`src/rtl/hatch_pkg.sv`:
```
// hatch_pkg: shared FSM state encoding and frame constants for hatch_ctrl
package hatch_pkg;
  typedef enum logic [2:0] {
    S_IDLE    = 3'd0,
    S_WARM    = 3'd1,
    S_COLD    = 3'd2,
    S_HATCHED = 3'd3,
    S_FAILED  = 3'd4
  } state_t;
  localparam logic [3:0] FRAME_EGG = 4'd0;
  localparam int LAST_FRAME = 11;
endpackage

```
`src/rtl/hatch_ctrl_step_tick.sv`:
```
// step_tick: free-running 0..STEP_TICKS-1 counter; ports clk, rst (async), clr (sync clear) -> pulse on the wrap cycle
module step_tick #(
  parameter int STEP_TICKS = 1000
) (
  input  logic clk,
  input  logic rst,
  input  logic clr,
  output logic pulse
);
  localparam int W = STEP_TICKS > 1 ? $clog2(STEP_TICKS) : 1;
  logic [W-1:0] r_cnt;
  logic w_wrap;
  assign w_wrap = r_cnt == W'(STEP_TICKS - 1);
  assign pulse = w_wrap;
  always_ff @(posedge clk or posedge rst)
    if (rst) r_cnt <= '0;
    else r_cnt <= (clr || w_wrap) ? '0 : r_cnt + 1'b1;
endmodule

```
`src/rtl/hatch_ctrl.sv`:
```
// hatch_ctrl: egg incubation FSM; in clk, rst (async), st, temp; out num (frame), temp_led, done, fail, state (debug)
module hatch_ctrl #(
  parameter int STEP_TICKS = 1000,
  parameter int COLD_STEPS = 5,
  parameter int LAST_FRAME = hatch_pkg::LAST_FRAME
) (
  input  logic       clk,
  input  logic       rst,
  input  logic       st,
  input  logic       temp,
  output logic [3:0] num,
  output logic       temp_led,
  output logic       done,
  output logic       fail,
  output logic [2:0] state
);
  import hatch_pkg::*;
  localparam int CW = $clog2(COLD_STEPS + 1);
  state_t r_state;
  logic [3:0] r_num;
  logic [CW-1:0] r_cold;
  logic r_led, r_done, r_fail;
  logic w_pulse, w_clr;
  logic [3:0] w_num_nxt;
  logic [CW-1:0] w_cold_nxt;
  // tick counter idles at zero so a fresh run always starts a full step
  assign w_clr = r_state == S_IDLE || !st;
  assign w_num_nxt = r_num + 4'd1;
  assign w_cold_nxt = r_cold == CW'(COLD_STEPS) ? r_cold : r_cold + 1'b1;
  step_tick #(.STEP_TICKS(STEP_TICKS)) u_tick (
    .clk(clk),
    .rst(rst),
    .clr(w_clr),
    .pulse(w_pulse)
  );
  always_ff @(posedge clk or posedge rst) begin
    if (rst) begin
      r_state <= S_IDLE;
      r_num <= FRAME_EGG;
      r_cold <= '0;
      r_led <= 1'b0;
      r_done <= 1'b0;
      r_fail <= 1'b0;
    end else if (!st) begin
      r_state <= S_IDLE;
      r_num <= FRAME_EGG;
      r_cold <= '0;
      r_led <= 1'b0;
      r_done <= 1'b0;
      r_fail <= 1'b0;
    end else begin
      r_led <= 1'b0;
      case (r_state)
        S_IDLE: begin
          r_state <= temp ? S_WARM : S_COLD;
          r_cold <= '0;
          r_led <= temp;
        end
        S_WARM: begin
          r_led <= temp;
          if (!temp) r_state <= S_COLD;
          else if (w_pulse) begin
            r_num <= w_num_nxt;
            if (w_num_nxt == 4'(LAST_FRAME)) begin
              r_state <= S_HATCHED;
              r_done <= 1'b1;
              r_led <= 1'b0;
            end
          end
        end
        S_COLD: begin
          if (temp) begin
            r_state <= S_WARM;
            r_cold <= '0;
            r_led <= 1'b1;
          end else if (w_pulse) begin
            r_cold <= w_cold_nxt;
            if (w_cold_nxt == CW'(COLD_STEPS)) begin
              r_state <= S_FAILED;
              r_num <= FRAME_EGG;
              r_fail <= 1'b1;
            end
          end
        end
        default: ;
      endcase
    end
  end
  assign num = r_num;
  assign temp_led = r_led;
  assign done = r_done;
  assign fail = r_fail;
  assign state = r_state;
endmodule

```
`config.mk`:
```
export PLATFORM = sky130hd
export DESIGN_NAME = hatch_ctrl
export DESIGN_NICKNAME = d
export VERILOG_FILES = /design/src/rtl/hatch_pkg.sv /design/src/rtl/hatch_ctrl_step_tick.sv /design/src/rtl/hatch_ctrl.sv
export SDC_FILE = /design/constraint.sdc
export NUM_CORES = 1
export LEC_CHECK = 0
export CAP_MARGIN = 15
export CELL_PAD_IN_SITES_DETAIL_PLACEMENT = 0
export CELL_PAD_IN_SITES_GLOBAL_PLACEMENT = 2
export CORE_UTILIZATION = 35
export DETAILED_ROUTE_END_ITERATION = 10
export PLACE_DENSITY_LB_ADDON = 0.1
export SYNTH_ARGS = -nofsm -noshare
export SYNTH_HDL_FRONTEND = slang
export SYNTH_HIERARCHICAL = 1
export SYNTH_SLANG_ARGS = --single-unit
```
`constraint.sdc`:
```
create_clock -name clk -period 3.3 [get_ports clk]
set_clock_uncertainty 0.05 [all_clocks]
set_input_delay 0.495 -clock clk [delete_from_list [all_inputs] [get_ports clk]]
set_output_delay 0.495 -clock clk [all_outputs]
set_load 0.02 [all_outputs]
```
=== Word-level counts from Yosys, hierarchy flattened ===
Cells that the tools add are included.
Widths: inputs -> output; s select.

* Register bits: 23
* RAM bits: 0
* Memory bits (read-only): 0
* Latch bits: 0
* Output and inout port bits: 10
* Memories kept: 0
* Word-level logic and storage cells: 82

* Order comparisons: 0
* Equality and inequality tests: 25
* Add/subtract/negate cells: 3
* Bitwise operators: 0
* Div/mod/pow operators: 0
* Shift-type cells: 0
* Mux-type cells: 38
* $mul: 0
* Reductions and logical operators: 9

{| class="wikitable"
|+ Operator list
! kind !! count
|-
| $mux 3 || 11
|-
| $mux 4 || 6
|-
| $mux 1 || 15
|-
| $ne 2x1->1 const B || 6
|-
| $add 10x1->10 const B || 1
|-
| $eq 10x10->1 const B || 1
|-
| $mux 10 || 1
|-
| $ne 3x3->1 const B || 3
|-
| $pmux 3 s3 || 1
|-
| $ne 4x3->1 const B || 2
|-
| $ne 4x4->1 const B || 2
|-
| $pmux 4 s2 || 1
|-
| $reduce_and 4->1 || 2
|-
| $eq 3x3->1 const B || 2
|-
| $ne 3x1->1 const B || 2
|-
| $ne 3x2->1 const B || 2
|-
| $pmux 3 s2 || 1
|-
| $reduce_and 6->1 || 1
|-
| $reduce_and 5->1 || 1
|-
| $add 4x1->4 const B || 1
|-
| $eq 4x4->1 const B || 1
|-
| $ne 4x1->1 const B || 1
|-
| $add 3x1->3 const B || 1
|-
| $eq 3x1->1 const B || 1
|-
| other kinds (8) || 9
|}

=== Longest topological paths before layout ===
* Depth after elaboration: 8
* Depth in mapped cells: 9

=== By module ===
Netlist, hierarchy kept.

{| class="wikitable"
|+ By module, submodules not included
! module !! instances !! cells each !! area an instance (µm²)
|-
| hatch_ctrl || 1 || 86 || 840.8
|-
| step_tick || 1 || 57 || 545.5
|}

=== Worst setup path before layout ===
Ideal clock, no wire load.

* Kind: register to register
* From: register u_tick.r_cnt[0]
* To: register r_state[0] (netlist: state[0])
* Period minus slack after synthesis: 2372 ps
* Path slack: 928 ps
* Arrival time: 2242 ps
* Library setup time: 79 ps
* Stages on the path, launching flop included: 10
* Cell sequence: dfrtp_1 -> ha_1 -> and4bb_4 -> and3_2 -> clkbuf_1 -> nand2_1 -> or3b_1 -> o21a_1 -> a21oi_2 -> mux2i_1

* Cells in the longest elaborated chain, start to end: 3
* Elaborated cells on any way between the ends: 4

{| class="wikitable"
|+ RTL lines
! what !! RTL line !! source
|-
| start, declared || hatch_ctrl_step_tick.sv:11 || <nowiki>logic [W-1:0] r_cnt;</nowiki>
|-
| start signal, assigned || hatch_ctrl_step_tick.sv:17 || <nowiki>else r_cnt <= (clr || w_wrap) ? '0 : r_cnt + 1'b1;</nowiki>
|-
| $eq 10x10->1 * || hatch_ctrl_step_tick.sv:13 || <nowiki>assign w_wrap = r_cnt == W'(STEP_TICKS - 1);</nowiki>
|-
| via w_pulse || hatch_ctrl.sv:23 || <nowiki>logic w_pulse, w_clr;</nowiki>
|-
| $ne 4x3->1 (no line) || -- ||
|-
| $reduce_and 5->1 (no line) * || -- ||
|-
| end signal, assigned || hatch_ctrl.sv:55 || <nowiki>r_state <= temp ? S_WARM : S_COLD;</nowiki>
|-
| end, declared || hatch_ctrl.sv:19 || <nowiki>state_t r_state;</nowiki>
|}

The timed path passes the listed nets; every way through them passes the cells marked *.
A chain may end at the register's enable or synchronous reset.

=== Final worst setup path ===
* From: register u_tick.r_cnt[0]
* To: register r_state[1] (netlist: state[1])

The elaborated chain is that of the path after synthesis.

==> results.yml <==
final_layout:
  diodes: 0
  multi_input_area_sq_um: 751
  post-route-cell-area_sq_um: 1600
  area_growth_pct: 15.3
  ff_latch_area_sq_um: 576
  layout_commonest_cell: "dfrtp_1"
  final_core_util_pct: 43.0
  drive_gt1_share_pct: 8.33
  final_nets: 166
  fillers: 378
  final_cell_mix: "dfrtp_1, clkdlybuf4s50_1, inv_1, nand2_1, nor2_1"
power:
  switching_share_pct: 26.0
  p_int_mw: 0.409
  vdd_drop_max_mv: 0.116
  netSwitchingPower_mw: 0.144
  leakage_nw: 0.666
  p_per_area_nw_per_um2: 346
  power_frac_clock_pct: 30.6
  combPwrFrac_pct: 14.4
  seq_power_share_pct: 55.1
routing:
  wl_microns: 2880
  post_drt_via_cell_ratio: 5.48
  dr.pass1.iters: 4
  vias: 1117
  drtAntennaViolNets: 0
  dr.first_iter.drc_count: 26
  wire_per_inst_microns: 14.1
  route.detailed.drc: 0
worst_setup_path:
  endpoint_kind: "flip-flop"
  crit_type: "flip-flop to flip-flop"
  worst_r2r_endpoint: "state[1]"
  r2r_setup_slack_ns: 0.91
  cpPeakStageDelay_ns: 0.40
  rr_startpoint: "u_tick/r_cnt[0]"
  cp-start-kind: "flip-flop"
  path_max_fanout: 10
  crit_slowest_cell: "dfrtp_1"
  endpoint: "state[1]"
  cp_data_arrival_time_ns: 2.53
  crit_chain: "ha_1 -> and4bb_4 -> and3_2 -> nand2_1 -> or3b_1 -> o21a_1 -> a21oi_2 -> mux2i_1"
  crit_required_ns: 3.43
  crit_start: "u_tick/r_cnt[0]"
  reg2regPathDepth: 8
floorplanning:
  ios: 14
  core-area_sq_um: 3720
  die_h_microns: 64.9
  fp.dieW_microns: 64.9
  fp-row-count: 22
  die_area_sq_um: 4220
  initial_core_util_pct: 37.3
clocking:
  clk_pin_slew_ns: 0.08
  cts_made_buffers: 3
  clk_latency_ns: 0.26
  post_cts_buffers: 0
  cts.repair.resized: 0
  clock_sinks: 23
  clock-root-buffer: "clkbuf_8"
  htreeDepth: 1
  cts_tree: "yes"
  clockBufferDepth: 2
  ctsHoldBuffers: 0
placed_design:
  place_worst_setup_slack_ns: 0.913
  portBuffers: 13
  dpl.hpwl_microns: 2180
  gp_congestion: 0.754
  place_area_sq_um: 1550
synthesis:
  yosys-top-cells-area: "dfrtp_1, ha_1, mux2i_1"
  yosysUniqueCellTypes: 48
  avgSynthCellArea_sq_um: 9.69
  syn_nets: 152
  netlist_area_sq_um: 1390
  yosysTopAreaCell: "dfrtp_1"
  synth-edff-count: 0
  synth_top_area_share_pct: 41.5
  async_reset_ff_share_pct: 100
  yosys_warnings: 6
  syn_inst: 143
  synth-seq-cells: 23
  synth-seq-area-share_pct: 41.5
  synth_ff_type: "dfrtp_1"
global_route:
  first_global_vias: 1182
  grt_start_max_net_pins: 14
  antenna_found_initial: 0
  grt_overflow_total: 0
  grt_pass1_wl_microns: 5300
  track_usage_pct: 16.4
timing:
  setup_tns_ns: 0
  finalHoldViolations: 0
  fin_crit_sh_pct: 72.6
  rsz0062_at_grt: "no"
  fin_crit_ns: 2.39
  setup_slack_ns: 0.905
  slew_headroom_pct: 33.3
  max_freq_mhz: 418
  fin_hold_ws_ns: 0.449
  worst_pin_slew_ns: 0.992
  drv_slew: 0
  finalSetupViolations: 0
job:
  drv_cap: 0
hold_path:
  min_path_type: "flip-flop to flip-flop"
status:
  status: "completed"
## critical path: cells and delay by family, from the launching register on
kind	cells	cell delay [ns]
AO/OA/AOI/OAI	2	0.38
adder cells (fa/ha/maj)	1	0.26
flip-flops	1	0.40
multiplexers	1	0.21
AND/OR/NAND/NOR	4	1.02
## routing by layer
| metal | global-route usage [%] | wire, microns | vias up |
|---|---|---|---|
| met1 | 19.2 | 1260 | 543 |
| met5 | 0 | 0 | - |
| li1 | - | - | 553 |
| met3 | 2.11 | 87 | 2 |
| met2 | 30.9 | 1520 | 19 |
| met4 | 4.17 | 13 | 0 |
## Yosys cell counts, drive strengths merged, types with 2 or more instances
master	number
nand2b	4
inv	10
and3	5
a31oi	3
mux2i	4
nor3	2
dfrtp	23
a21oi	6
o21a	2
o21ai	7
nor2b	2
nor4b	2
o22ai	3
nor3b	2
nand3	8
ha	5
or3	2
nor4bb	2
nand4	3
nand4b	2
nor2	9
clkbuf	3
xor2	4
nand2	10
## area by class of cell
cell class,count,area share [%]
clock buffer,4,2.82
tap,48,3.76
inverter,10,2.35
sequential,23,36.0
timing repair buffer,13,8.14
multi-input combinational,106,46.9
## state kept, by name, summed over array words and instances, names as in the netlist
register / cells
temp_led: 1
state: 3
num: 4
done: 1
u_tick/r_cnt: 10
r_cold: 3
fail: 1
## cells by family after synthesis
group / Yosys count / share of synthesized area, %
adders and majority gates: 5 / 4.51
DFF: 23 / 41.5
buffers and inverters: 14 / 4.33
xor gates and xnor gates: 5 / 3.16
and+or+nand+nor: 58 / 26.9
muxes: 4 / 2.89
AOI/OAI and AO/OA: 34 / 16.7
## power groups by stage
stage	combinational, mW	sequential (mW)	clock, mW
after floorplan	0.0517	0.310	0
after global placement	0.0800	0.310	0
after detailed placement	0.0805	0.310	0
after CTS	0.0809	0.305	0.182
after global routing	0.0902	0.307	0.193
final	0.0794	0.305	0.169
## through the flow
step | instances | power [mW]
4_1_cts | 204 | 0.567
6_report | 204 | 0.553
2_1_floorplan | 143 | 0.362
3_5_place_dp | 200 | 0.391
5_1_grt | 204 | 0.590
3_3_place_gp | 200 | 0.390
## worst min path at each step
stage,from,endpoint,slack (ns),cells past startpoint
2_1_floorplan,rst,u_tick/r_cnt[0],0.29,1
3_3_place_gp,u_tick/r_cnt[0],u_tick/r_cnt[0],0.43,1
3_5_place_dp,u_tick/r_cnt[0],u_tick/r_cnt[0],0.44,1
4_1_cts,u_tick/r_cnt[0],u_tick/r_cnt[0],0.45,1
5_1_grt,u_tick/r_cnt[0],u_tick/r_cnt[0],0.49,1
6_report,u_tick/r_cnt[0],u_tick/r_cnt[0],0.45,1
Power figures use the tool's default switching activity.
